[src/rtl/amer_put_pkg.sv]
// Shared constants for the amer_put host control stage: command bytes, FSM states
// and the IEEE-754 encoding of 1.0 used as the K_over_S reset value.
package amer_put_pkg;

    localparam logic [7:0] CMD_P_UP         = 8'h01;
    localparam logic [7:0] CMD_P_DOWN       = 8'h02;
    localparam logic [7:0] CMD_LL_UP        = 8'h03;
    localparam logic [7:0] CMD_LL_DOWN      = 8'h04;
    localparam logic [7:0] CMD_K_OVER_S     = 8'h05;
    localparam logic [7:0] CMD_RUN          = 8'h10;

    localparam logic [63:0] DBL_ONE         = 64'h3ff0000000000000;

    typedef enum logic [2:0] {
        ST_IDLE,
        ST_LOAD,
        ST_START1,
        ST_WAIT1,
        ST_START2,
        ST_WAIT2,
        ST_CAPTURE,
        ST_SEND
    } state_t;

    function automatic logic is_load_cmd(input logic [7:0] b);
        return (b >= CMD_P_UP) && (b <= CMD_K_OVER_S);
    endfunction

endpackage

[src/rtl/amer_put_byte_ser.sv]
// 64-bit parallel-in / byte-out serializer, MSB first; first byte valid the cycle after load.
// Holds o_dat stable while i_rdy is low; one byte per cycle when i_rdy stays high.
module amer_put_byte_ser (
    input  logic        clk,
    input  logic        i_nrst,
    input  logic        i_load,
    input  logic [63:0] i_word,
    output logic [7:0]  o_dat,
    output logic        o_vld,
    input  logic        i_rdy,
    output logic        o_done
);

    logic [63:0] r_word;
    logic [2:0]  r_idx;
    logic        r_vld;

    always_ff @(posedge clk or negedge i_nrst) begin
        if (!i_nrst) begin
            r_word <= '0;
            r_idx  <= '0;
            r_vld  <= 1'b0;
        end else if (i_load) begin
            r_word <= i_word;
            r_idx  <= '0;
            r_vld  <= 1'b1;
        end else if (r_vld && i_rdy) begin
            r_idx <= r_idx + 3'd1;
            if (r_idx == 3'd7)
                r_vld <= 1'b0;
        end
    end

    // Index 0 selects bits 63:56, so the byte offset is (7 - idx) * 8.
    assign o_dat  = r_word[{~r_idx, 3'b000} +: 8];
    assign o_vld  = r_vld;
    assign o_done = r_vld && i_rdy && (r_idx == 3'd7);

endmodule

[src/rtl/amer_put_ctrl.sv]
// Host control for amer_put: byte-loaded parameter registers, timed start_s1/start_s2
// sequencing, result capture and byte stream-out; in_ready low while a run is in flight.
module amer_put_ctrl
    import amer_put_pkg::*;
#(
    parameter int S1_CYCLES = 8050,
    parameter int S2_CYCLES = 8050,
    parameter int CNT_W     = 20
) (
    input  logic        clk,
    input  logic        nrst,
    input  logic [7:0]  in_data,
    input  logic        in_valid,
    output logic        in_ready,
    output logic [7:0]  out_data,
    output logic        out_valid,
    input  logic        out_ready,
    output logic [63:0] p_up,
    output logic [63:0] p_down,
    output logic [63:0] log_lambda_up,
    output logic [63:0] log_lambda_down,
    output logic [63:0] K_over_S,
    output logic        start_s1,
    output logic        start_s2,
    input  logic [63:0] result,
    output logic        busy
);

    state_t        r_state;
    state_t        w_next;
    logic [7:0]    r_cmd;
    logic [2:0]    r_bcnt;
    logic [55:0]   r_shift;
    logic [CNT_W-1:0] r_cnt;
    logic [63:0]   r_p_up;
    logic [63:0]   r_p_down;
    logic [63:0]   r_ll_up;
    logic [63:0]   r_ll_down;
    logic [63:0]   r_k_over_s;

    logic          w_in_xfer;
    logic          w_last_byte;
    logic [63:0]   w_word;
    logic          w_cnt_done;
    logic          w_capture;
    logic          w_ser_done;

    assign w_in_xfer   = in_valid && in_ready;
    assign w_word      = {r_shift, in_data};
    assign w_last_byte = (r_state == ST_LOAD) && w_in_xfer && (r_bcnt == 3'd7);
    assign w_cnt_done  = ((r_state == ST_WAIT1) && (r_cnt == CNT_W'(S1_CYCLES - 1))) ||
                         ((r_state == ST_WAIT2) && (r_cnt == CNT_W'(S2_CYCLES - 1)));

    always_ff @(posedge clk or negedge nrst) begin
        if (!nrst)
            r_state <= ST_IDLE;
        else
            r_state <= w_next;
    end

    always_comb begin
        w_next    = r_state;
        in_ready  = 1'b0;
        start_s1  = 1'b0;
        start_s2  = 1'b0;
        busy      = 1'b1;
        w_capture = 1'b0;
        case (r_state)
            ST_IDLE: begin
                in_ready = 1'b1;
                busy     = 1'b0;
                if (w_in_xfer) begin
                    if (is_load_cmd(in_data))
                        w_next = ST_LOAD;
                    else if (in_data == CMD_RUN)
                        w_next = ST_START1;
                end
            end
            ST_LOAD: begin
                in_ready = 1'b1;
                busy     = 1'b0;
                if (w_last_byte)
                    w_next = ST_IDLE;
            end
            ST_START1: begin
                start_s1 = 1'b1;
                w_next   = ST_WAIT1;
            end
            ST_WAIT1: begin
                if (w_cnt_done)
                    w_next = ST_START2;
            end
            ST_START2: begin
                start_s2 = 1'b1;
                w_next   = ST_WAIT2;
            end
            ST_WAIT2: begin
                if (w_cnt_done)
                    w_next = ST_CAPTURE;
            end
            ST_CAPTURE: begin
                w_capture = 1'b1;
                w_next    = ST_SEND;
            end
            ST_SEND: begin
                if (w_ser_done)
                    w_next = ST_IDLE;
            end
            default: w_next = ST_IDLE;
        endcase
    end

    // Wait counter runs only inside WAIT1/WAIT2 and restarts from zero on every entry.
    always_ff @(posedge clk or negedge nrst) begin
        if (!nrst)
            r_cnt <= '0;
        else if (((r_state == ST_WAIT1) || (r_state == ST_WAIT2)) && !w_cnt_done)
            r_cnt <= r_cnt + CNT_W'(1);
        else
            r_cnt <= '0;
    end

    // Bytes 1..7 accumulate in r_shift; the target is written only with the 8th byte.
    always_ff @(posedge clk or negedge nrst) begin
        if (!nrst) begin
            r_cmd      <= '0;
            r_bcnt     <= '0;
            r_shift    <= '0;
            r_p_up     <= '0;
            r_p_down   <= '0;
            r_ll_up    <= '0;
            r_ll_down  <= '0;
            r_k_over_s <= DBL_ONE;
        end else if (w_in_xfer) begin
            if (r_state == ST_IDLE) begin
                r_cmd  <= in_data;
                r_bcnt <= '0;
            end else begin
                r_shift <= w_word[55:0];
                r_bcnt  <= r_bcnt + 3'd1;
                if (w_last_byte) begin
                    case (r_cmd)
                        CMD_P_UP:     r_p_up     <= w_word;
                        CMD_P_DOWN:   r_p_down   <= w_word;
                        CMD_LL_UP:    r_ll_up    <= w_word;
                        CMD_LL_DOWN:  r_ll_down  <= w_word;
                        CMD_K_OVER_S: r_k_over_s <= w_word;
                        default: ;
                    endcase
                end
            end
        end
    end

    assign p_up            = r_p_up;
    assign p_down          = r_p_down;
    assign log_lambda_up   = r_ll_up;
    assign log_lambda_down = r_ll_down;
    assign K_over_S        = r_k_over_s;

    amer_put_byte_ser u_ser (
        .clk    (clk),
        .i_nrst (nrst),
        .i_load (w_capture),
        .i_word (result),
        .o_dat  (out_data),
        .o_vld  (out_valid),
        .i_rdy  (out_ready),
        .o_done (w_ser_done)
    );

endmodule
[config.mk]
export PLATFORM = sky130hd
export DESIGN_NAME = amer_put_ctrl
export DESIGN_NICKNAME = d
export VERILOG_FILES = /design/src/rtl/amer_put_pkg.sv /design/src/rtl/amer_put_byte_ser.sv /design/src/rtl/amer_put_ctrl.sv
export SDC_FILE = /design/constraint.sdc
export NUM_CORES = 1
export LEC_CHECK = 0
export CAP_MARGIN = 10
export CORE_ASPECT_RATIO = 1.5
export CORE_MARGIN = 2
export CORE_UTILIZATION = 55
export DETAILED_ROUTE_END_ITERATION = 7
export HOLD_SLACK_MARGIN = 0.08
export PLACE_DENSITY_LB_ADDON = 0.15
export SYNTH_ARGS = -nofsm -noshare
export SYNTH_HDL_FRONTEND = slang
export SYNTH_SLANG_ARGS = --single-unit
[constraint.sdc]
create_clock -name clk -period 5.8 [get_ports clk]
set_clock_uncertainty 0.15 [all_clocks]
set_input_delay 1.16 -clock clk [delete_from_list [all_inputs] [get_ports clk]]
set_output_delay 1.16 -clock clk [all_outputs]
set_load 0.02 [all_outputs]
==> impl_results.md <==
* Number of vias per cell at 5.54
* Clock power share at 31.7%
* Critical path buffer and inverter count at 2
* Worst Path Max Fanout at 13
* Top cell type's share of synthesized area at 62.8%
* Post-route setup slack at 1.75 ns
* Iter 0 DRT Violations at 622
* Global-route wire length before repair at 73.2 mm
* Fill count at 2228
* DR vias at 11900
* Total CTS buffers at 45
* Clock slew at reported path FFs at 0.06 ns
* PostCTS Resize Cnt at 0
* Startpoint types: register
* Clk Latency, worst-skew pair at 0.55 ns
* Critical Path AT at 2.74 ns
* Fin cells at 2142
* Net count after synthesis at 1375
* Pins Over Slew Limit at 0
* Core area at 0.0334 sq mm
* Synth Area per Inst at 14.4 sq um
* Critical Path Max Stage Delay at 0.60 ns
* Synth Cell Area at 0.0187 sq mm
* Final core occ at 73.5%
* Unrepaired setup endpoints after global routing: no
* First drt pass iteration count at 6
* Max cap viols at 0
* Ratio of cells with drive above 1 in the final layout at 28.8%
* Worst min path class: reg -> reg
* Top cell family by delay on the critical path: multiplexers
* Grt total ovfl at 0
* CTS Hold Bufs at 0
* Root buf cell: clkbuf_16
* Switching fraction of total power at 29.6%
* # IOs at 409
* Initial antenna violation count at 0
* Detail Route Antenna Nets at 0
* FMAX at 247 MHz
* DRC at 0
* Sequential Power Share at 49.7%
* Area leader, netlist: dfrtp_1
* Syn Inst Count at 1293
* Crit-path cells: buf_16, mux4_2, mux2_2, clkdlybuf4s50_1
* Critical path type: reg -> out
* Worst Tran Pin Value at 1.18 ns
* Critical Path RT at 4.49 ns
* Global Route Usage Sum at 26.6%
* Synth top area cells: dfrtp_1 (63%), mux2_2 (23%), nand2_1 (4.2%)
* Clk sinks at 478
* DP Cell Count at 2064
* RePlAce Congestion at 0.799
* Largest net degree at the start of global routing at 131
* Setup TNS at 0 ns
* DRT Wirelength at 46.3 mm
* Post-placement setup slack at 1.60 ns
* Hold Fails Final Rpt at 0
* Sequential element share of the synthesized area at 64.2%
* H-tree depth at 2
* Worst vdd ir at 0.000274 V
* R2r setup slk at 2.72 ns
* Hpwl dp at 30.3 mm
* Post-DR wirelength/cell at 21.6 um
* Die H at 230 um
* Leak pwr at 0.0117 uW
* Final min period at 4.05 ns
* Comb pwr share at 18.6%
* Final setup fails at 0
* Synth Register Bits at 478
* Area grow syn2layout at 31.8%
* Final nets at 1774
* Antenna Diode Count at 0
* Status: finished, final reports clean
* Post-CTS setup buffers at 0
* Period utilization at 69.9%
* YS warnings at 0
* P_sw at 2680 uW
* Internal Power at 6380 uW
* Slowest cell on crit path: dfrtp_1
* Max_slew headroom at 21.5%
* Initial Util at 55.8%
* Vias in the first global route at 12800
* Longest Clk Path Bufs at 3
* Chip width at 154 um
* PortBufs at 408
* Synth cell types at 39
* Setup crit end kind: output pin
* Num rows at 82
* CTS tree: yes
* Die Area at 0.0354 sq mm
* Power density over the cells at 369 mW/mm^2
-- layout by cell type, fill, tap and decap left out, types with 2 or more instances in the layout --
cell	n
dfstp_2	10
xor2_1	14
xnor2_1	7
nand2b_1	2
and3_1	7
nor2_1	33
mux2_2	382
nand3_1	12
mux2_1	10
nor4b_1	3
dfrtp_1	468
nand2_1	209
clkbuf_16	45
o21ai_0	5
inv_1	4
clkbuf_1	9
mux4_2	16
inv_6	2
nand4_1	8
bufinv_16	2
buf_12	3
ha_1	6
clkinv_2	8
a21oi_1	4
clkdlybuf4s50_1	407
o311ai_0	2
buf_4	8
nor3_1	4
clkbuf_8	11
-- cell type report --
type / count / area (sq um) / area share [%]
flip-flops and latches: 478 / 12000 / 48.7
multi-input cells: 743 / 6400 / 26.0
clock inverters: 12 / 118 / 0.478
repair buffers: 420 / 4240 / 17.2
clock buffers: 65 / 1310 / 5.33
inverters: 4 / 15.0 / 0.0611
well taps: 420 / 526 / 2.14
-- worst min-delay path: stages (launching register included) --
cell and delay, ns:
dfrtp_1 0.34, nand2_1 0.05, nand2_1 0.05
-- logic make-up after synthesis --
logic type | count (synthesis) | synth area share [%]
XOR/XNOR | 21 | 0.986
AND/OR/NAND/NOR | 292 | 6.62
multiplexers | 408 | 25.6
adder cells (fa/ha/maj) | 6 | 0.402
buffers and inverters | 72 | 1.67
AO/OA/AOI/OAI | 16 | 0.550
flip-flops | 478 | 64.2
-- through the flow --
| step | area (sq um) | hold slack, ns | total power (uW) |
|---|---|---|---|
| 2_1_floorplan | 18700 | 0.290 | 5410 |
| 3_3_place_gp | 23100 | 0.302 | 6140 |
| 3_5_place_dp | 23100 | 0.307 | 6210 |
| 4_1_cts | 24600 | 0.322 | 9120 |
| 5_1_grt | 24600 | 0.346 | 9510 |
| 6_report | 24600 | 0.323 | 9060 |
-- sequential cells by signal, summed over array words and instances, names as in the netlist --
signal,count
log_lambda_down,64
p_down,64
r_shift,56
log_lambda_up,64
r_cnt,20
r_cmd,8
r_state,3
r_bcnt,3
u_ser.r_word,64
K_over_S,64
u_ser.o_vld,1
u_ser.r_idx,3
p_up,64
-- Yosys cell counts --
cell type / number
o211ai_1: 1
xor2_1: 14
and2_1: 1
inv_1: 4
mux2_2: 382
ha_1: 6
mux2_1: 10
and4_1: 1
a31oi_1: 1
xnor2_1: 7
nand2_1: 209
and3b_1: 1
nand2b_1: 2
dfstp_2: 10
nand4_1: 8
a21oi_1: 4
buf_2: 33
o31a_1: 1
a221oi_1: 1
or4_1: 1
nor4b_1: 3
nor3_1: 4
nor4_1: 1
and4bb_1: 1
o21ai_0: 5
nand3_1: 13
nor4_4: 1
nor2_1: 34
o311ai_0: 2
mux4_2: 16
nor3b_1: 1
or2_2: 1
nand3b_1: 1
and3_1: 8
clkbuf_1: 26
buf_1: 9
a2111oi_0: 1
dfrtp_1: 468
nor2b_1: 1
-- power by group through the flow --
stage	sequential (uW)	combinational (uW)	clock [uW]
floorplan	4210	1200	0
global placement	4550	1580	0
detailed placement	4590	1630	0
CTS	4530	1650	2940
global route	4590	1850	3070
finish	4500	1680	2870
-- per-layer routing --
layer / track usage, % / vias up / part of all wire, %
li1: - / 5247 / -
met1: 32.5 / 6155 / 39
met2: 45.7 / 389 / 51
met3: 7.51 / 81 / 7.5
met4: 8.68 / 0 / 2.9
met5: 0 / - / 0
-- worst paths after layout --
kind / cells past startpoint / startpoint / end
worst max-delay path: 4 / u_ser.r_idx[0]$_DFFE_PN0P_ / out_data[1]
worst min-delay path: 2 / u_ser.r_word[34]$_DFFE_PN0P_ / u_ser.r_word[34]$_DFFE_PN0P_
worst max register to register: 6 / r_state[0]$_DFFE_PN0P_ / log_lambda_down[15]$_DFFE_PN0P_
worst min register to register: 2 / u_ser.r_word[34]$_DFFE_PN0P_ / u_ser.r_word[34]$_DFFE_PN0P_
max in group asynchronous: 2 / nrst / log_lambda_up[47]$_DFFE_PN0P_
min in group asynchronous: 1 / nrst / u_ser.r_word[55]$_DFFE_PN0P_
(Power assumes the default switching activity.)
